`config.mk`:
```
export PLATFORM = sky130hd
export DESIGN_NAME = rr_mux_arbiter
export DESIGN_NICKNAME = d
export VERILOG_FILES = /design/src/rtl/rr_mux_arbiter_pkg.sv /design/src/rtl/rr_mux_arbiter_pick.sv /design/src/rtl/rr_mux_arbiter.sv
export SDC_FILE = /design/constraint.sdc
export NUM_CORES = 1
export LEC_CHECK = 0
export BUFFER_PORTS_ARGS = -buffer_cell sky130_fd_sc_hd__clkbuf_2
export CAP_MARGIN = 10
export CORE_MARGIN = 2
export CORE_UTILIZATION = 55
export DETAILED_ROUTE_END_ITERATION = 8
export GPL_TIMING_DRIVEN = 1
export PLACE_DENSITY = 0.79
export SYNTH_ARGS = -nofsm -noshare
export SYNTH_HDL_FRONTEND = slang
export SYNTH_HIERARCHICAL = 1
export SYNTH_SLANG_ARGS = --single-unit
```
`constraint.sdc`:
```
create_clock -name CLK -period 2.21 [get_ports CLK]
set_input_delay 0.5525 -clock CLK [delete_from_list [all_inputs] [get_ports CLK]]
set_output_delay 0.5525 -clock CLK [all_outputs]
set_load 0.05 [all_outputs]
```
`src/rtl/rr_mux_arbiter_pkg.sv`:
```
// Shared types and sizing for the round-robin select arbiter.
package rr_mux_arbiter_pkg;

    localparam int unsigned N_REQ = 4;
    localparam int unsigned SEL_W = 2;
    localparam int unsigned CNT_W = 8;

    typedef enum logic [0:0] {
        StIdle,
        StGrant
    } state_e;

endpackage : rr_mux_arbiter_pkg

```
`src/rtl/rr_mux_arbiter_pick.sv`:
```
// Combinational round-robin search: first set request at or above ptr_i, wrapping.
module rr_pick
    import rr_mux_arbiter_pkg::*;
(
    input  logic [N_REQ-1:0] req_i,
    input  logic [SEL_W-1:0] ptr_i,
    output logic [SEL_W-1:0] winner_o,
    output logic             valid_o
);

    // Scan N_REQ positions starting at the pointer; index arithmetic wraps in SEL_W bits.
    always_comb begin
        logic [SEL_W-1:0] idx;
        winner_o = '0;
        valid_o  = 1'b0;
        idx      = '0;
        for (int i = 0; i < N_REQ; i++) begin
            idx = ptr_i + SEL_W'(i);
            if (!valid_o && req_i[idx]) begin
                valid_o  = 1'b1;
                winner_o = idx;
            end
        end
    end

endmodule : rr_pick

```
`src/rtl/rr_mux_arbiter.sv`:
```
// Round-robin arbiter for a shared resource; drives only the select of an external 4:1 mux.
module rr_mux_arbiter
    import rr_mux_arbiter_pkg::*;
#(
    parameter int unsigned TO_CYCLES = 16
) (
    input  logic             CLK,
    input  logic             RST,
    input  logic [N_REQ-1:0] REQ,
    input  logic             DONE,
    output logic [N_REQ-1:0] GNT,
    output logic [SEL_W-1:0] SEL,
    output logic             BUSY,
    output logic             TIMEOUT
);

    localparam logic [CNT_W-1:0] ToLast = CNT_W'(TO_CYCLES - 1);

    state_e           state_q, state_d;
    logic [SEL_W-1:0] ptr_q, ptr_d;
    logic [CNT_W-1:0] cnt_q, cnt_d;
    logic [N_REQ-1:0] gnt_q, gnt_d;
    logic [SEL_W-1:0] sel_q, sel_d;
    logic             busy_q, busy_d;
    logic             timeout_q, timeout_d;

    logic [SEL_W-1:0] pick_idx;
    logic             pick_valid;
    logic             cnt_last;

    rr_pick u_pick (
        .req_i   (REQ),
        .ptr_i   (ptr_q),
        .winner_o(pick_idx),
        .valid_o (pick_valid)
    );

    assign cnt_last = (cnt_q == ToLast);

    // State register.
    always_ff @(posedge CLK or posedge RST) begin
        if (RST) begin
            state_q <= StIdle;
        end else begin
            state_q <= state_d;
        end
    end

    // Next-state: grant on any request; release on DONE or when the grant budget runs out.
    always_comb begin
        state_d = state_q;
        unique case (state_q)
            StIdle:  if (pick_valid) state_d = StGrant;
            StGrant: if (DONE || cnt_last) state_d = StIdle;
            default: state_d = StIdle;
        endcase
    end

    // Output/bookkeeping next values; SEL is left untouched on release so the mux stays stable.
    always_comb begin
        ptr_d     = ptr_q;
        cnt_d     = cnt_q;
        gnt_d     = gnt_q;
        sel_d     = sel_q;
        busy_d    = busy_q;
        timeout_d = 1'b0;
        unique case (state_q)
            StIdle: begin
                if (pick_valid) begin
                    gnt_d  = N_REQ'(1) << pick_idx;
                    sel_d  = pick_idx;
                    busy_d = 1'b1;
                    ptr_d  = pick_idx + SEL_W'(1);
                    cnt_d  = '0;
                end
            end
            StGrant: begin
                if (DONE) begin
                    // DONE takes precedence over a coincident timeout.
                    gnt_d  = '0;
                    busy_d = 1'b0;
                end else if (cnt_last) begin
                    gnt_d     = '0;
                    busy_d    = 1'b0;
                    timeout_d = 1'b1;
                end else begin
                    cnt_d = cnt_q + CNT_W'(1);
                end
            end
            default: begin
                gnt_d  = '0;
                busy_d = 1'b0;
            end
        endcase
    end

    // Registered outputs and bookkeeping.
    always_ff @(posedge CLK or posedge RST) begin
        if (RST) begin
            ptr_q     <= '0;
            cnt_q     <= '0;
            gnt_q     <= '0;
            sel_q     <= '0;
            busy_q    <= 1'b0;
            timeout_q <= 1'b0;
        end else begin
            ptr_q     <= ptr_d;
            cnt_q     <= cnt_d;
            gnt_q     <= gnt_d;
            sel_q     <= sel_d;
            busy_q    <= busy_d;
            timeout_q <= timeout_d;
        end
    end

    assign GNT     = gnt_q;
    assign SEL     = sel_q;
    assign BUSY    = busy_q;
    assign TIMEOUT = timeout_q;

endmodule : rr_mux_arbiter

```
== Yosys cells after proc, flatten, opt, wreduce, memory -nomap -nowiden ==
Cells that the tools add are included.
Storage, ports and cells
  register bits: 19
  output and inout port bits: 8
  logic and storage cells: 67
  bits of input ports: 7
Operators by class
  multiplexer cells: 34
  $add $sub $neg: 5
  bitwise logic cells: 1
  shift operators: 1
  equal/unequal tests: 5
  reduce and logical (&&, ||, !) cells: 10
  magnitude comparators: 4
Operator list (number)
  $mux 8: 3
  $mux 1: 16
  $pmux 8 s2: 1
  $lt 2x3->1 const B: 4
  $mux 4: 3
  $add 8x1->8 const B: 1
  $bmux 1 s2: 4
  $eq 8x4->1 const B: 1
  $mux 2: 4
  $pmux 4 s2: 1
  $ne 2x2->1 const B: 3
  $add 2x1->2 const B: 2
  $add 2x2->2 const B: 2
  $pmux 1 s2: 2
  $reduce_and 2->1: 2
  $shl 1x2->4 const A: 1
  $logic_and 1x1->1: 3
  $logic_not 1->1: 3
  $ne 3x2->1 const B: 1
  $reduce_and 3->1: 1
  $logic_or 1x1->1: 1
  $not 1->1: 1

== Depth between registers and ports, before layout ==
Gate-level depths: netlist (run 1).
  depth after elaboration: 15
  mapped depth: 7

== Cells and area by module ==
The synthesis (run 1) kept the hierarchy.
By module, submodules not included
  rr_mux_arbiter: cells an instance 97, times used 1, sequential area each 475.5 um^2, area an instance 1013.5 um^2
  rr_pick: cells an instance 15, times used 1, sequential area each 0.0 um^2, area an instance 77.6 um^2

== Worst setup path before layout (run 1) ==
OpenSTA, ideal clock, no wires.
  kind: input to register
  start point: input REQ[1]
  end point: register ptr_q[1]
  setup time: 125 ps
  path slack: 296 ps
  data arrival time: 1789 ps
  required time: 2085 ps
  path buffers: 0
  stages on the path: 6
  cells stage by stage: inv_1 > a221o_1 > a21oi_1 > inv_1 > ha_1 > mux2_2
On the way
  longest elaborated chain between the ends: 13
Ends and longest elaborated chain
  from (decl): RTL line rr_mux_arbiter.sv:9  | input logic [N_REQ-1:0] REQ,
  $bmux 1 s2: RTL line rr_mux_arbiter_pick.sv:19  | if (!valid_o && req_i[idx]) begin
  $mux 1 (implied by the code): RTL line rr_mux_arbiter_pick.sv:19
  $mux 1: RTL line rr_mux_arbiter_pick.sv:19
  $logic_not 1->1: RTL line rr_mux_arbiter_pick.sv:19
  $logic_and 1x1->1: RTL line rr_mux_arbiter_pick.sv:19
  $mux 1: RTL line rr_mux_arbiter_pick.sv:19
  $logic_not 1->1: RTL line rr_mux_arbiter_pick.sv:19
  $logic_and 1x1->1: RTL line rr_mux_arbiter_pick.sv:19
  $mux 1: RTL line rr_mux_arbiter_pick.sv:19
  $logic_not 1->1: RTL line rr_mux_arbiter_pick.sv:19
  $logic_and 1x1->1: RTL line rr_mux_arbiter_pick.sv:19
  $mux 2 *: RTL line rr_mux_arbiter_pick.sv:19
  via pick_idx[0]: RTL line rr_mux_arbiter.sv:27  | logic [SEL_W-1:0] pick_idx;
  $add 2x1->2 *: RTL line rr_mux_arbiter.sv:73  | ptr_d = pick_idx + SEL_W'(1);
  to (signal assigned): RTL line rr_mux_arbiter.sv:107  | ptr_q <= ptr_d;
  to (decl): RTL line rr_mux_arbiter.sv:20  | logic [SEL_W-1:0] ptr_q, ptr_d;
Mark *: on every way through the listed nets, which the timed path passes. The rest lies on a longest branch. The select of a mux whose other input is x is not followed.
A chain may end at the register's enable or synchronous reset.

== Final worst setup path (run 1) ==
  start point: register ptr_q[1]
  end point: register ptr_q[1]
On the way
  longest elaborated chain between the ends: 13
Ends and longest elaborated chain (RTL line)
  parallel branches: the longest is 11 deep, another holds $add 2x1->2
  $mux 2 *: rr_mux_arbiter_pick.sv:19
  via pick_idx[1]: rr_mux_arbiter.sv:27
  $add 2x1->2 *: rr_mux_arbiter.sv:73
Mark *: on every way through the listed nets, which the timed path passes. The select of a mux whose other input is x is not followed.

==> results_dict.tcl, run 1 <==
set metrics [dict create \
    finalMaxSlewViolations 0 \
    fp.dieH_um 48.5 \
    crit_type "flop to flop" \
    clk_latency_ns 0.29 \
    cts_hold_buf 0 \
    crit_chain "a21oi_1 -> o21ai_0 -> a21oi_1 -> inv_1 -> ha_1 -> mux2_2" \
    critPathCaptureType "flop" \
    die_area_um2 2360 \
    drc 0 \
    grt_antenna_before_repair 0 \
    syn_nets 124 \
    p_per_area_nw_per_um2 1210 \
    finalSetupTns_ns 0 \
    cts.path.max_buffers 2 \
    seq_area_frac_synth_pct 43.6 \
    layout_common_cells "dfrtp_1 (19), clkbuf_2 (14), nand2_1 (13)" \
    cp_slowest_stage_delay_ns 0.44 \
    globalplace.congestion 0.956 \
    tritoncts "yes" \
    clockRootBuffer "clkbuf_4" \
    wl_per_cell_um 14.3 \
    ant_nets 0 \
    finish.instance_area_um2 1210 \
    synth_warnings 6 \
    placed_area_um2 1180 \
    rr_worst_depth 6 \
    cp_common_cell "a21oi_1" \
    mostFrequentLayoutCell "dfrtp_1" \
    dr.pass1.iters 4 \
    initial_utilization_pct 56.8 \
    arrival_ns 1.94 \
    cp_max_fo 5 \
    grt-ovfl-total 0 \
    leakagePower_nw 0.607 \
    setup_viol 0 \
    fmax_mhz 571 \
    grt_usage_pct 20.4 \
    grt_max_degree 20 \
    final.period_utilization_pct 79.3 \
    drtIter0Drc 36 \
    ys_ff_latch 19 \
    antenna_cells 0 \
    finalNetCount 142 \
    yosysUniqueCellTypes 34 \
    worst_pin_slew_ns 0.709 \
    status "finished, final reports clean" \
    std_cell_rows 16 \
    path_clk_slew_ns 0.11 \
    synth.avg_cell_area_um2 9.74 \
    max_slew_margin_pct 52.7 \
    cpMaxStageDelayCell "dfrtp_1" \
    post_cts_buffers 0 \
    worstReg2RegStart "ptr_q[1]$_DFFE_PP0P_" \
    cts_sinks 19 \
    drt-vias-per-instance 5.81 \
    max-cap-violations 0 \
    grt_pass1_wl_um 3680 \
    min_path_type "primary input to async pin" \
    r2r_slack_ns 0.46 \
    drive_gt1_share_pct 20.2 \
    period_minus_slack_ns 1.75 \
    postCtsResizedCells 0 \
    skew_ns 0.00226 \
    timing.rr.end "ptr_q[1]$_DFFE_PP0P_" \
    portBuffers 14 \
    io_pins 15 \
    vias 907 \
    grt_pass1_vias 791 \
    hold_viol 0 \
    hpwl_um 1710 \
    rsz0062_at_grt "no" \
    ir_drop_mv 0.592 \
    core-area_um2 1920 \
    cp_data_required_time_ns 2.40 \
    synthToLayoutAreaGrowth_pct 10.8 \
    syn_inst 112 \
    die_x_um 48.5 \
    clock_tree.htree_level_count 1 \
    wirelength_um 2240 \
    netlist_area_um2 1090 \
    cts-buffers-inserted 3 \
    startpoint_type "flop" \
]
-- layer usage --
metal	track usage, %	vias up	routed length, um
met1	27.7	441	1050
met2	34.5	21	1110
met3	3.70	0	74
li1	-	445	-
met4	4.29	0	0
met5	0	-	0
-- flip-flops by register name, indices dropped and copies added, names as in the netlist --
register and count:
cnt_q 8, SEL 2, ptr_q 2, TIMEOUT 1, BUSY 1, GNT 4, state_q 1
-- worst max-delay path: cells and delay by family, from the launching register on --
kind / cells / cell delay [ns]
DFF: 1 / 0.44
muxes: 1 / 0.25
adders and majority gates: 1 / 0.29
buffers and inverters: 1 / 0.14
AOI/OAI and AO/OA: 3 / 0.53
-- cell type report --
cell class                 instances  area (um^2)
inverter                          12         45.0
timing repair buffer              17         92.6
multi-input combinational         77          536
fill                             176          713
tap                               27         33.8
clock buffer                       4         26.3
sequential                        19          475
-- power breakdown --
group          internal, mW  switching [mW]
Sequential            0.457           0.115
Combinational         0.234           0.475
Clock                0.0701           0.108
Total                 0.761           0.698
-- synthesized netlist by cell type --
library cell  instances  share of area, %
nand2b_1              3               1.7
nor2_1                2              0.69
a41oi_1               3               2.4
and4_1                1              0.80
a311oi_1              1              0.80
nand3_1               3               1.4
or4_4                 1               1.0
a31oi_1               2               1.1
inv_1                11               3.8
mux2i_1               6               5.5
dfrtp_1              19                44
o31ai_1               2               1.4
o21ai_4               2               3.0
a221o_1               1              0.92
o221ai_1              1              0.80
o31a_1                1              0.80
o211ai_1              1              0.69
inv_2                 1              0.34
a21oi_1               9               4.1
o22ai_1               5               2.9
o21a_1                1              0.69
and2b_2               1              0.80
clkbuf_8              2               2.5
and3_1                1              0.57
clkbuf_1              2              0.69
nor3_1                1              0.46
nand3b_1              1              0.69
nor4_1                1              0.57
ha_1                  5               5.7
a211oi_1              1              0.69
nand4_1               1              0.57
mux2_2                1               1.0
o21ai_0               6               2.8
nand2_1              13               4.5
-- how the worst max path moves through the flow --
stage,endpoint,slack [ns],cells past startpoint,start
final,ptr_q[1]$_DFFE_PP0P_,0.46,6,ptr_q[1]$_DFFE_PP0P_
after global routing,ptr_q[1]$_DFFE_PP0P_,0.42,6,ptr_q[1]$_DFFE_PP0P_
after global placement,ptr_q[1]$_DFFE_PP0P_,0.26,7,REQ[1]
after detailed placement,ptr_q[1]$_DFFE_PP0P_,0.18,7,REQ[1]
after floorplan,ptr_q[1]$_DFFE_PP0P_,0.30,6,REQ[1]
after CTS,ptr_q[1]$_DFFE_PP0P_,0.48,6,ptr_q[0]$_DFFE_PP0P_
-- metrics by stage --
step           utilization (%)  hold WS, ns  instances  total power, mW  worst slack [ns]
2_1_floorplan                -        0.469        112             1.13             0.296
3_3_place_gp              61.5        0.471        152             1.25             0.259
3_5_place_dp              61.5        0.488        152             1.29             0.183
4_1_cts                   62.9        0.357        156             1.46             0.476
5_1_grt                   62.9        0.395        156             1.57             0.417
6_report                  62.9        0.333        156             1.46             0.457
-- cell families after synthesis --
kind of cell               count (synthesis)  synth area share, %
adders and majority gates                  5                 5.73
AOI/OAI and AO/OA                         36                 23.1
and+or+nand+nor                           29                 13.8
DFF                                       19                 43.6
buffers and inverters                     16                 7.34
muxes                                      7                 6.54
(Power assumes the default switching activity.)
==> inputs of run 2 (changes only) <==
- clock period: 2.21 -> 1.8 ns (I/O delays scaled with it)
==> results_dict.tcl, run 2 (synthesis gave the netlist of run 1 again) <==
set metrics [dict create \
    status "finished, final reports clean" \
    arrival_ns 1.87 \
    p_switching_uw 865 \
    hpwl_um 1640 \
    crit_type "flop to flop" \
    layout_common_cells "dfrtp_1 (19), clkbuf_2 (14), nand2_1 (13)" \
    cts_hold_buf 0 \
    rsz0062_at_grt "no" \
    critPathLaunch "ptr_q[0]$_DFFE_PP0P_" \
    post_cts_buffers 0 \
    cts-buffers-inserted 3 \
    cts.path.max_buffers 2 \
    grt_pass1_wl_um 3890 \
    worst_pin_slew_ns 0.448 \
    wl_per_cell_um 13.8 \
    setup_ws_ns 0.122 \
    synthToLayoutAreaGrowth_pct 15.3 \
    final.period_utilization_pct 93.2 \
    p_per_area_nw_per_um2 1480 \
    rr_worst_depth 6 \
    antenna_cells 0 \
    cp_slowest_stage_delay_ns 0.41 \
    crit_chain "inv_2 -> a221o_1 -> a21oi_2 -> inv_1 -> ha_1 -> mux2_2" \
    multi_input_area_um2 539 \
    period_minus_slack_ns 1.68 \
    clockRootBuffer "clkbuf_4" \
    nFillCells 163 \
    vias 904 \
    ant_nets 0 \
    setup.worst_path.end "ptr_q[1]$_DFFE_PP0P_" \
    initial_utilization_pct 56.8 \
    place_ws_ns -0.0483 \
    p_int_uw 990 \
    dr.pass1.iters 4 \
    max_slew_margin_pct 69.9 \
    startpoint_type "flop" \
    fp.dieH_um 48.5 \
    drtIter0Drc 23 \
    grt_usage_pct 21.0 \
    min_path_type "primary input to async pin" \
    postCtsResizedCells 0 \
    worstReg2RegStart "ptr_q[0]$_DFFE_PP0P_" \
    seq_area_um2 475 \
    std_cell_rows 16 \
    clock_tree.htree_level_count 1 \
    finalNetCount 148 \
    max-cap-violations 0 \
    io_pins 15 \
    die_area_um2 2360 \
    tritoncts "yes" \
    ir_drop_mv 0.887 \
    wirelength_um 2230 \
    clk_latency_ns 0.29 \
    die_x_um 48.5 \
    cp_data_required_time_ns 1.99 \
    grt_antenna_before_repair 0 \
    grt-ovfl-total 0 \
    finalSetupTns_ns 0 \
    hold_viol 0 \
    timing.rr.end "ptr_q[1]$_DFFE_PP0P_" \
    drive_gt1_share_pct 24.4 \
    grt_max_degree 20 \
    p_clk_share_pct 11.4 \
    finalMaxSlewViolations 0 \
    mostFrequentLayoutCell "dfrtp_1" \
    top_register "cnt_q" \
    drt-vias-per-instance 5.58 \
    grt_pass1_vias 860 \
    globalplace.congestion 0.908 \
    cts_sinks 19 \
    cp_max_fo 4 \
    setup_viol 0 \
    holdWs_ns 0.131 \
    power.share.sequential_pct 38.3 \
    largest_register_ffs 8 \
    critPathCaptureType "flop" \
    core-area_um2 1920 \
    cpMaxStageDelayCell "dfrtp_1" \
    p_comb_share_pct 50.3 \
    path_clk_slew_ns 0.11 \
    finish.instance_area_um2 1260 \
    portBuffers 14 \
    leakagePower_nw 0.636 \
    placed_area_um2 1230 \
    drc 0 \
    fmax_mhz 596 \
    final_util_pct 65.4 \
    skew_ns 0.00794 \
    r2r_slack_ns 0.12 \
    p_sw_share_pct 46.6 \
]
[run 2: cell type report]
type	count	share of cell area (%)
Clock buffer	4	2.09
Inverter	12	3.58
Multi-Input combinational cell	77	42.9
Sequential cell	19	37.8
Tap cell	27	2.69
Timing Repair Buffer	23	10.9
[run 2: per-stage QoR]
stage          cells  power, mW
2_1_floorplan    112       1.40
3_3_place_gp     158       1.60
3_5_place_dp     158       1.64
4_1_cts          162       1.86
5_1_grt          162       1.98
6_report         162       1.86
[run 2: layer usage]
metal  wire (um)  global-route usage [%]
met1        1000                    26.2
met2        1060                    35.9
met3         139                    4.94
met4          25                    7.14
met5           0                       0
[run 2: power groups by stage]
stage | registers [mW] | logic (mW) | clock network [mW]
global route | 0.729 | 1.01 | 0.243
global placement | 0.703 | 0.898 | 0
floorplan | 0.900 | 0.500 | 0
finish | 0.710 | 0.934 | 0.211
detailed placement | 0.715 | 0.925 | 0
CTS | 0.706 | 0.936 | 0.221
[run 2: critical path: cells and delay by family, from the launching register on]
kind / cells / cell delay [ns]
flip-flops: 1 / 0.41
adder cells (fa/ha/maj): 1 / 0.29
buffers and inverters: 2 / 0.14
multiplexers: 1 / 0.26
AO/OA/AOI/OAI: 2 / 0.48
[run 2: how the worst min path moves through the flow]
stage                                 to  start  slack [ns]
floorplan               BUSY$_DFFE_PP0P_    RST        0.40
global placement      SEL[0]$_DFFE_PP0P_    RST        0.46
detailed placement  cnt_q[0]$_DFFE_PP0P_    RST        0.46
CTS                   SEL[0]$_DFFE_PP0P_    RST        0.14
global route        cnt_q[0]$_DFFE_PP0P_    RST        0.15
finish              ptr_q[1]$_DFFE_PP0P_    RST        0.13
==> inputs of run 3 (changes only) <==
- clock period: 1.8 -> 1.89 ns (I/O delays scaled with it)
==> results_dict.tcl, run 3 (synthesis gave the netlist of run 1 again) <==
set metrics [dict create \
    p_comb_share_pct 50.1 \
    arrival_ns 1.94 \
    grt_pass1_wl_um 3840 \
    tritoncts "yes" \
    fmax_mhz 571 \
    grt_usage_pct 20.8 \
    io_pins 15 \
    cp_data_required_time_ns 2.08 \
    grt_antenna_before_repair 0 \
    max_slew_margin_pct 73.5 \
    grt_max_degree 20 \
    period_minus_slack_ns 1.75 \
    cts-buffers-inserted 3 \
    drtIter0Drc 19 \
    post_cts_buffers 0 \
    cts.path.max_buffers 2 \
    layout_common_cells "dfrtp_1 (19), clkbuf_2 (14), nand2_1 (13)" \
    clk_latency_ns 0.29 \
    critPathCaptureType "flop" \
    skew_ns 0.00583 \
    mostFrequentLayoutCell "dfrtp_1" \
    hpwl_um 1650 \
    final.period_utilization_pct 92.6 \
    core-area_um2 1920 \
    antenna_cells 0 \
    p_sw_share_pct 46.3 \
    grt-ovfl-total 0 \
    p_clk_share_pct 11.2 \
    vias 932 \
    worst_pin_slew_ns 0.394 \
    drt-vias-per-instance 5.75 \
    leakagePower_nw 0.638 \
    final_util_pct 65.3 \
    initial_utilization_pct 56.8 \
    dr.pass1.iters 4 \
    postCtsResizedCells 0 \
    p_switching_uw 808 \
    startpoint_type "flop" \
    cts_sinks 19 \
    path_clk_slew_ns 0.10 \
    min_path_type "primary input to async pin" \
    status "finished, final reports clean" \
    hold_viol 0 \
    grt_pass1_vias 900 \
    clockRootBuffer "clkbuf_4" \
    die_x_um 48.5 \
    drive_gt1_share_pct 24.4 \
    die_area_um2 2360 \
    finalMaxSlewViolations 0 \
    ir_drop_mv 0.875 \
    crit_type "flop to flop" \
    std_cell_rows 16 \
    top_register "cnt_q" \
    p_per_area_nw_per_um2 1390 \
    fp.dieH_um 48.5 \
    setup_viol 0 \
    wirelength_um 2150 \
    globalplace.congestion 0.899 \
    p_int_uw 935 \
    holdWs_ns 0.156 \
    portBuffers 14 \
    drc 0 \
    cts_hold_buf 0 \
    finalSetupTns_ns 0 \
    cp_max_fo 4 \
    wl_per_cell_um 13.3 \
    ant_nets 0 \
    clock_tree.htree_level_count 1 \
    finalNetCount 148 \
    largest_register_ffs 8 \
    power.share.sequential_pct 38.7 \
    rr_worst_depth 6 \
    rsz0062_at_grt "no" \
    max-cap-violations 0 \
    synthToLayoutAreaGrowth_pct 15.0 \
]
==> run 3: power by group through the flow <==
stage                     clock network (mW)  logic [mW]  registers, mW
after floorplan                            0       0.470          0.857
after global placement                     0       0.847          0.669
after detailed placement                   0       0.873          0.681
after CTS                              0.204       0.878          0.672
after global routing                   0.224       0.961          0.701
final                                  0.195       0.874          0.674
==> run 3: cell type report <==
class,count,area (um^2)
fillers,162,667
multi-input cells,77,536
flip-flops and latches,19,475
repair buffers,23,138
inverters,12,45.0
well taps,27,33.8
clock buffers,3,22.5
clock inverters,1,5.00
==> run 3: path summary, 6_finish.rpt <==
kind                                   endpoint  slack (ns)                 start
min in group CLK             SEL[0]$_DFFE_PP0P_        0.50    SEL[0]$_DFFE_PP0P_
hold / removal               SEL[0]$_DFFE_PP0P_        0.16                   RST
max in group asynchronous    GNT[1]$_DFFE_PP0P_        1.53                   RST
setup reg to reg           ptr_q[1]$_DFFE_PP0P_        0.14  ptr_q[0]$_DFFE_PP0P_
setup / recovery           ptr_q[1]$_DFFE_PP0P_        0.14  ptr_q[0]$_DFFE_PP0P_
hold reg to reg              SEL[0]$_DFFE_PP0P_        0.50    SEL[0]$_DFFE_PP0P_
==> run 3: per-layer routing <==
| metal | routed length, um | share of wire, % | global-route usage, % |
|---|---|---|---|
| met5 | 0 | 0 | 0 |
| met1 | 946 | 44 | 25.3 |
| met2 | 1100 | 51 | 36.6 |
| met3 | 93 | 4.3 | 5.56 |
| met4 | 15 | 0.70 | 5.71 |
==> run 3: critical path: stages (launching register included) <==
cell and delay [ns]:
dfrtp_1 0.42, inv_2 0.05, a221o_1 0.32, a21oi_1 0.20, inv_1 0.11, ha_1 0.29
mux2_2 0.25
==> run 3: per-stage QoR <==
stage | instance area [um^2] | power, mW | cells | setup slack (ns)
floorplan | 1090 | 1.33 | 112 | 0.0562
global placement | 1230 | 1.52 | 158 | 0.0278
detailed placement | 1230 | 1.55 | 158 | -0.0161
CTS | 1250 | 1.75 | 162 | 0.157
global route | 1250 | 1.89 | 162 | 0.0805
finish | 1250 | 1.74 | 162 | 0.140
